**config.mk**
```make
export PLATFORM = sky130hd
export DESIGN_NAME = fc_mac_sequencer
export DESIGN_NICKNAME = d
export VERILOG_FILES = /design/src/rtl/fc_mac_sequencer.sv
export SDC_FILE = /design/constraint.sdc
export NUM_CORES = 1
export LEC_CHECK = 0
export BUFFER_PORTS_ARGS = -buffer_cell sky130_fd_sc_hd__clkbuf_2
export CELL_PAD_IN_SITES_DETAIL_PLACEMENT = 1
export CELL_PAD_IN_SITES_GLOBAL_PLACEMENT = 2
export CORE_MARGIN = 8
export CORE_UTILIZATION = 35
export CTS_BUF_LIST = sky130_fd_sc_hd__clkbuf_8
export CTS_CLUSTER_SIZE = 14
export DETAILED_ROUTE_END_ITERATION = 10
export HOLD_SLACK_MARGIN = 0.05
export PLACE_DENSITY_LB_ADDON = 0.1
export SYNTH_ARGS = -nofsm -noshare
export SYNTH_HDL_FRONTEND = slang
export SYNTH_SLANG_ARGS = --single-unit
export TNS_END_PERCENT = 50
```
**constraint.sdc**
```tcl
create_clock -name clk -period 4.18 [get_ports clk]
set_input_delay 0.209 -clock clk [delete_from_list [all_inputs] [get_ports clk]]
set_output_delay 0.209 -clock clk [all_outputs]
set_load 0.02 [all_outputs]
```
**src/rtl/fc_mac_sequencer.sv**
```systemverilog
// Drives one fully-connected layer through the shared 2-stage MAC: operand fetch,
// MAC enable windowing, result capture and a valid/ready result hand-off.
//
// state | meaning
// IDLE  | waiting for start, MAC held cleared
// ISSUE | reading activation/weight pair i for neuron n (IN_LEN cycles)
// LAST  | last operand pair arrives from memory, MAC multiplies it
// DRAIN | MAC accumulates the last product
// CAPT  | MAC output sampled into res_data, MAC cleared
// OUT   | result held on res_valid until res_ready
module fc_mac_sequencer #(
  parameter int IN_LEN  = 16,
  parameter int OUT_LEN = 10,
  parameter int DAW     = $clog2(IN_LEN),
  parameter int WAW     = $clog2(IN_LEN * OUT_LEN),
  parameter int OIW     = (OUT_LEN > 1 ? $clog2(OUT_LEN) : 1)
) (
  input  logic                  clk,
  input  logic                  rst_n,
  input  logic                  start,
  output logic                  busy,
  output logic                  done,
  output logic                  data_rd_en,
  output logic [DAW-1:0]        data_addr,
  output logic                  w_rd_en,
  output logic [WAW-1:0]        w_addr,
  output logic                  Cal_Valid,
  input  logic signed [31:0]    mac_dout,
  output logic                  res_valid,
  input  logic                  res_ready,
  output logic signed [31:0]    res_data,
  output logic [OIW-1:0]        res_idx
);

  localparam logic [DAW-1:0] I_LAST = DAW'(IN_LEN - 1);
  localparam logic [OIW-1:0] N_LAST = OIW'(OUT_LEN - 1);

  typedef enum logic [2:0] {
    S_IDLE  = 3'd0,
    S_ISSUE = 3'd1,
    S_LAST  = 3'd2,
    S_DRAIN = 3'd3,
    S_CAPT  = 3'd4,
    S_OUT   = 3'd5
  } state_t;

  state_t         state, state_nx;
  logic [DAW-1:0] i_cnt, i_nx;
  logic [OIW-1:0] n_cnt, n_nx;
  logic [WAW-1:0] w_cnt, w_nx;
  logic           layer_end;

  always_ff @(posedge clk or negedge rst_n) begin
    if (!rst_n) begin
      state <= S_IDLE;
      i_cnt <= '0;
      n_cnt <= '0;
      w_cnt <= '0;
    end else begin
      state <= state_nx;
      i_cnt <= i_nx;
      n_cnt <= n_nx;
      w_cnt <= w_nx;
    end
  end

  // Weight address is a running counter: it steps through each neuron's row and
  // carries straight into the next row, returning to 0 only at layer end.
  always_comb begin
    state_nx  = state;
    i_nx      = i_cnt;
    n_nx      = n_cnt;
    w_nx      = w_cnt;
    layer_end = 1'b0;
    case (state)
      S_IDLE: begin
        if (start) begin
          state_nx = S_ISSUE;
          i_nx     = '0;
          n_nx     = '0;
          w_nx     = '0;
        end
      end
      S_ISSUE: begin
        if (i_cnt == I_LAST) begin
          state_nx = S_LAST;
        end else begin
          i_nx = i_cnt + DAW'(1);
          w_nx = w_cnt + WAW'(1);
        end
      end
      S_LAST:  state_nx = S_DRAIN;
      S_DRAIN: state_nx = S_CAPT;
      S_CAPT:  state_nx = S_OUT;
      S_OUT: begin
        if (res_ready) begin
          i_nx = '0;
          if (n_cnt == N_LAST) begin
            state_nx  = S_IDLE;
            n_nx      = '0;
            w_nx      = '0;
            layer_end = 1'b1;
          end else begin
            state_nx = S_ISSUE;
            n_nx     = n_cnt + OIW'(1);
            w_nx     = w_cnt + WAW'(1);
          end
        end
      end
      default: state_nx = S_IDLE;
    endcase
  end

  // Cal_Valid rises one cycle after the first read (when operand 0 lands) and
  // stays high through DRAIN, so the MAC sees exactly IN_LEN products.
  always_ff @(posedge clk or negedge rst_n) begin
    if (!rst_n) begin
      busy       <= 1'b0;
      done       <= 1'b0;
      data_rd_en <= 1'b0;
      w_rd_en    <= 1'b0;
      Cal_Valid  <= 1'b0;
      res_valid  <= 1'b0;
      res_data   <= '0;
      res_idx    <= '0;
    end else begin
      busy       <= (state_nx != S_IDLE);
      done       <= layer_end;
      data_rd_en <= (state_nx == S_ISSUE);
      w_rd_en    <= (state_nx == S_ISSUE);
      Cal_Valid  <= ((state == S_ISSUE) && (state_nx == S_ISSUE)) ||
                    (state_nx == S_LAST) || (state_nx == S_DRAIN);
      res_valid  <= (state_nx == S_OUT);
      if (state == S_CAPT) begin
        res_data <= mac_dout;
        res_idx  <= n_cnt;
      end
    end
  end

  assign data_addr = i_cnt;
  assign w_addr    = w_cnt;

endmodule

```
==> results.md <==
| Parameter | Value |
|---|---|
| Result of the run | finished, final reports clean |
| Initial Utilization | 0.359 |
| Routability Congestion | 0.769 |
| Wire length of the first global-routing pass | 10,400 um |
| Root buffer selected by CTS | sky130_fd_sc_hd__clkbuf_8 |
| Final antenna-violating net count | 0 |
| Cell count of the worst hold path | 2 |
| Clock latency reported for the late side of the worst-skew pair | 0.34 ns |
| Routed Wire Length | 6260 um |
| Critical hold path startpoint | mac_dout[25] |
| Fraction of layout cells with a size suffix above 1 | 0.488 |
| Number of buffers on the longest clock path | 2 |
| Aggregate global-route resource usage | 0.129 |
| Final cycle utilization of the critical path | 0.504 |
| Time the worst path needs with I/O delays and setup | 2.11 ns |
| Worst Hold End | res_data[25] |
| Post-synth net total | 242 |
| I/O Buffers | 89 |
| Routed wire length per instance | 15.7 um |
| Core region area | 0.00718 mm^2 |
| Leak Pwr | 1.73 nW |
| FMAX | 475 MHz |
| Total count of hold-check failures in the final report | 0 |
| Number of placed instances, taps included | 383 |
| Number of cells in the finished layout apart from fillers | 400 |
| Endpoints failing setup | 0 |
| Critical path cell sequence | nand2b_1 -> nor2_4 -> mux2_2 |
| Number of buffers and inverters on the critical path | 0 |
| R2r endpoint | res_data[20] |
| DR vias/cell | 4.82 |
| Count of flip-flops with a built-in enable after synthesis | 0 |
| Worst Hold Class | in2reg |
| Crit path kind | reg2reg |
| Height of the die | 102 um |
| Clock H-tree levels | 3 |
| Pin count of the biggest net entering global routing | 37 |
| Syn Inst Count | 202 |
| Final number of max-transition violations | 0 |
| First DRT Iteration DRCs | 36 |
| Number of clock sinks seen by CTS | 60 |
| Slowest stage cell, crit path | sky130_fd_sc_hd__nor2_4 |
| Vias in the first global route | 2,059 |
| Clock tree from TritonCTS | yes |
| Most instantiated flip-flop cell in the synthesis netlist | sky130_fd_sc_hd__dfrtp_1 |
| Actual slew at the worst max-slew pin | 0.981 ns |
| Number of remaining DRC errors | 0 |
| Number of nets in the final layout | 336 |
| Unique masters post-synth | 40 |
| Sequential element share of the synthesized area | 0.582 |
| Delay contributed by the slowest stage of the critical path | 0.77 ns |
| Post-route cell area | 0.00337 mm^2 |
| Post-synthesis average cell area | 12.8 um^2 |
| Async set-reset flop share out of synthesis | 1.00 |
| Initial antenna violation count | 0 |
| Family with the most delay on the worst path | simple AND/OR/NAND/NOR gates |
| Worst path arrival time | 2.32 ns |
| Maximum VDD drop | 0.000287 V |
| Worst Path Max Fanout | 36 |
| Count of vias placed by the detailed router | 1,926 |
| Register-to-register setup slack | 2.07 ns |
| Layout fillers | 803 |
| Worst Setup End Kind | register |
| Pre-antenna DRT Iters | 4 |
| Die Footprint | 0.0104 mm^2 |
| Required time reported for the critical path endpoint | 4.40 ns |
| PnR worst setup slack | 2.07 ns |
| Worst Skew | 0.00623 ns |
| DP Worst Slack | 2.05 ns |
| Number of hold-repair buffers added at the cts stage | 1 |
| Post-DP HPWL | 4680 um |
| Number of post-CTS setup repair buffers | 0 |
| Number of synthesis warnings | 0 |
| Reported max-cap violation count | 0 |
| Total power divided by cell area | 745 mW/mm^2 |
| I/O Pins | 90 |
| Dpl cell area | 0.00311 mm^2 |
| Nature of the critical path startpoint | register |
| Synthesized area | 0.00258 mm^2 |
| Area growth from synthesis to layout | 30.5% |
| Clock-pin slew on the worst setup and hold paths | 0.07 ns |
| WP depth | 3 |
| Post_cts resized | 0 |
| Synthesized flop and latch total | 60 |
| Number of cell instances on the worst register-to-register path | 3 |
| Worst reg2reg path startpoint | state[1] |
| Number of CTS-inserted buffers | 9 |
| Worst slew margin | 0.345 |
| Antenna diode count | 0 |
| Accumulated negative setup slack | 0 ns |
| Die extent in x | 102 um |
| Standard-cell row count | 31 |
| Setup repair after global routing missed its margin | no |
| Leftover overflow at the end of global routing | 0 |
-- layout by cell type (no fill, tap or decap), drive strengths merged, types with 3 or more instances in the layout --
cell type / count
a21oi: 6
a22o: 3
bufinv: 3
clkbuf: 99
dfrtp: 60
ha: 4
inv: 6
mux2: 37
nand2: 5
nand2b: 6
nand3: 7
nor2: 10
nor3: 3
o21ai: 10
o22ai: 3
o31ai: 6
or4: 4
-- per-layer routing --
metal  share of wire  track usage  up-vias
met5               0            0        -
met4           0.013       0.0643        0
li1                -            -      923
met1            0.45        0.159      947
met3           0.063       0.0381        7
met2            0.47        0.201       49
-- synth_stat cells, types with 2 or more instances --
library cell,count,area (um^2)
sky130_fd_sc_hd__ha_1,4,50.1
sky130_fd_sc_hd__o21ai_0,10,50.1
sky130_fd_sc_hd__buf_6,2,22.5
sky130_fd_sc_hd__nand3b_1,2,15.0
sky130_fd_sc_hd__a21oi_1,6,30.0
sky130_fd_sc_hd__o22ai_1,3,18.8
sky130_fd_sc_hd__nor2_2,2,12.5
sky130_fd_sc_hd__nand2b_1,6,37.5
sky130_fd_sc_hd__nor3_1,3,15.0
sky130_fd_sc_hd__a22o_1,3,26.3
sky130_fd_sc_hd__o31ai_1,6,45.0
sky130_fd_sc_hd__or3_1,2,12.5
sky130_fd_sc_hd__buf_2,4,20.0
sky130_fd_sc_hd__nor2_1,8,30.0
sky130_fd_sc_hd__inv_1,6,22.5
sky130_fd_sc_hd__and3_1,2,12.5
sky130_fd_sc_hd__nand3_1,7,35.0
sky130_fd_sc_hd__or4_1,4,30.0
sky130_fd_sc_hd__mux2_2,37,417
sky130_fd_sc_hd__nand2_1,5,18.8
sky130_fd_sc_hd__nand4_1,2,12.5
sky130_fd_sc_hd__dfrtp_1,60,1500
-- worst max path at each step --
| stage | startpoint | endpoint | slack (ns) |
|---|---|---|---|
| final | state[1] | res_data[20] | 2.07 |
| after detailed placement | state[1] | res_data[26] | 2.05 |
| after floorplan | data_addr[0] | w_addr[7] | 2.54 |
| after global placement | state[1] | res_data[10] | 2.07 |
| after global routing | state[1] | res_data[21] | 1.91 |
| after CTS | state[1] | res_data[17] | 2.04 |
-- where the power goes --
group / total [mW] / switching, mW / internal (mW)
Combinational: 0.904 / 0.538 / 0.366
Clock: 0.647 / 0.235 / 0.412
Sequential: 0.958 / 0.159 / 0.799
Total: 2.51 / 0.932 / 1.58
-- final cells by class --
class | count | area (um^2) | share of cell area
Sequential cell | 60 | 1500 | 0.446
Multi-Input combinational cell | 128 | 1010 | 0.299
Timing Repair Buffer | 91 | 463 | 0.138
Clock buffer | 10 | 138 | 0.0409
Tap cell | 99 | 124 | 0.0368
Clock inverter | 6 | 111 | 0.0331
Inverter | 6 | 22.5 | 0.00669
-- kinds of logic after synthesis --
family | synth area share
XOR/XNOR | 0.00679
adder cells (fa/ha/maj) | 0.0194
AND/OR/NAND/NOR | 0.116
AO/OA/AOI/OAI | 0.0844
multiplexers | 0.162
flip-flops | 0.582
buffers and inverters | 0.0296
-- state kept, by name, indices dropped and copies added, names as in the netlist --
register   cells
w_addr         8
res_data      32
state          3
Cal_Valid      1
res_valid      1
res_idx        4
w_rd_en        1
data_addr      4
done           1
busy           1
n_cnt          4
-- metrics by stage --
| step | total power, mW | hold WS, ns | utilization |
|---|---|---|---|
| floorplan | 1.55 | -0.0866 | - |
| global placement | 1.87 | 0.362 | 0.433 |
| detailed placement | 1.89 | 0.363 | 0.433 |
| CTS | 2.56 | 0.0802 | 0.469 |
| global route | 2.67 | 0.0831 | 0.469 |
| finish | 2.51 | 0.101 | 0.469 |
Note: power is estimated with default switching activity, not from simulation.
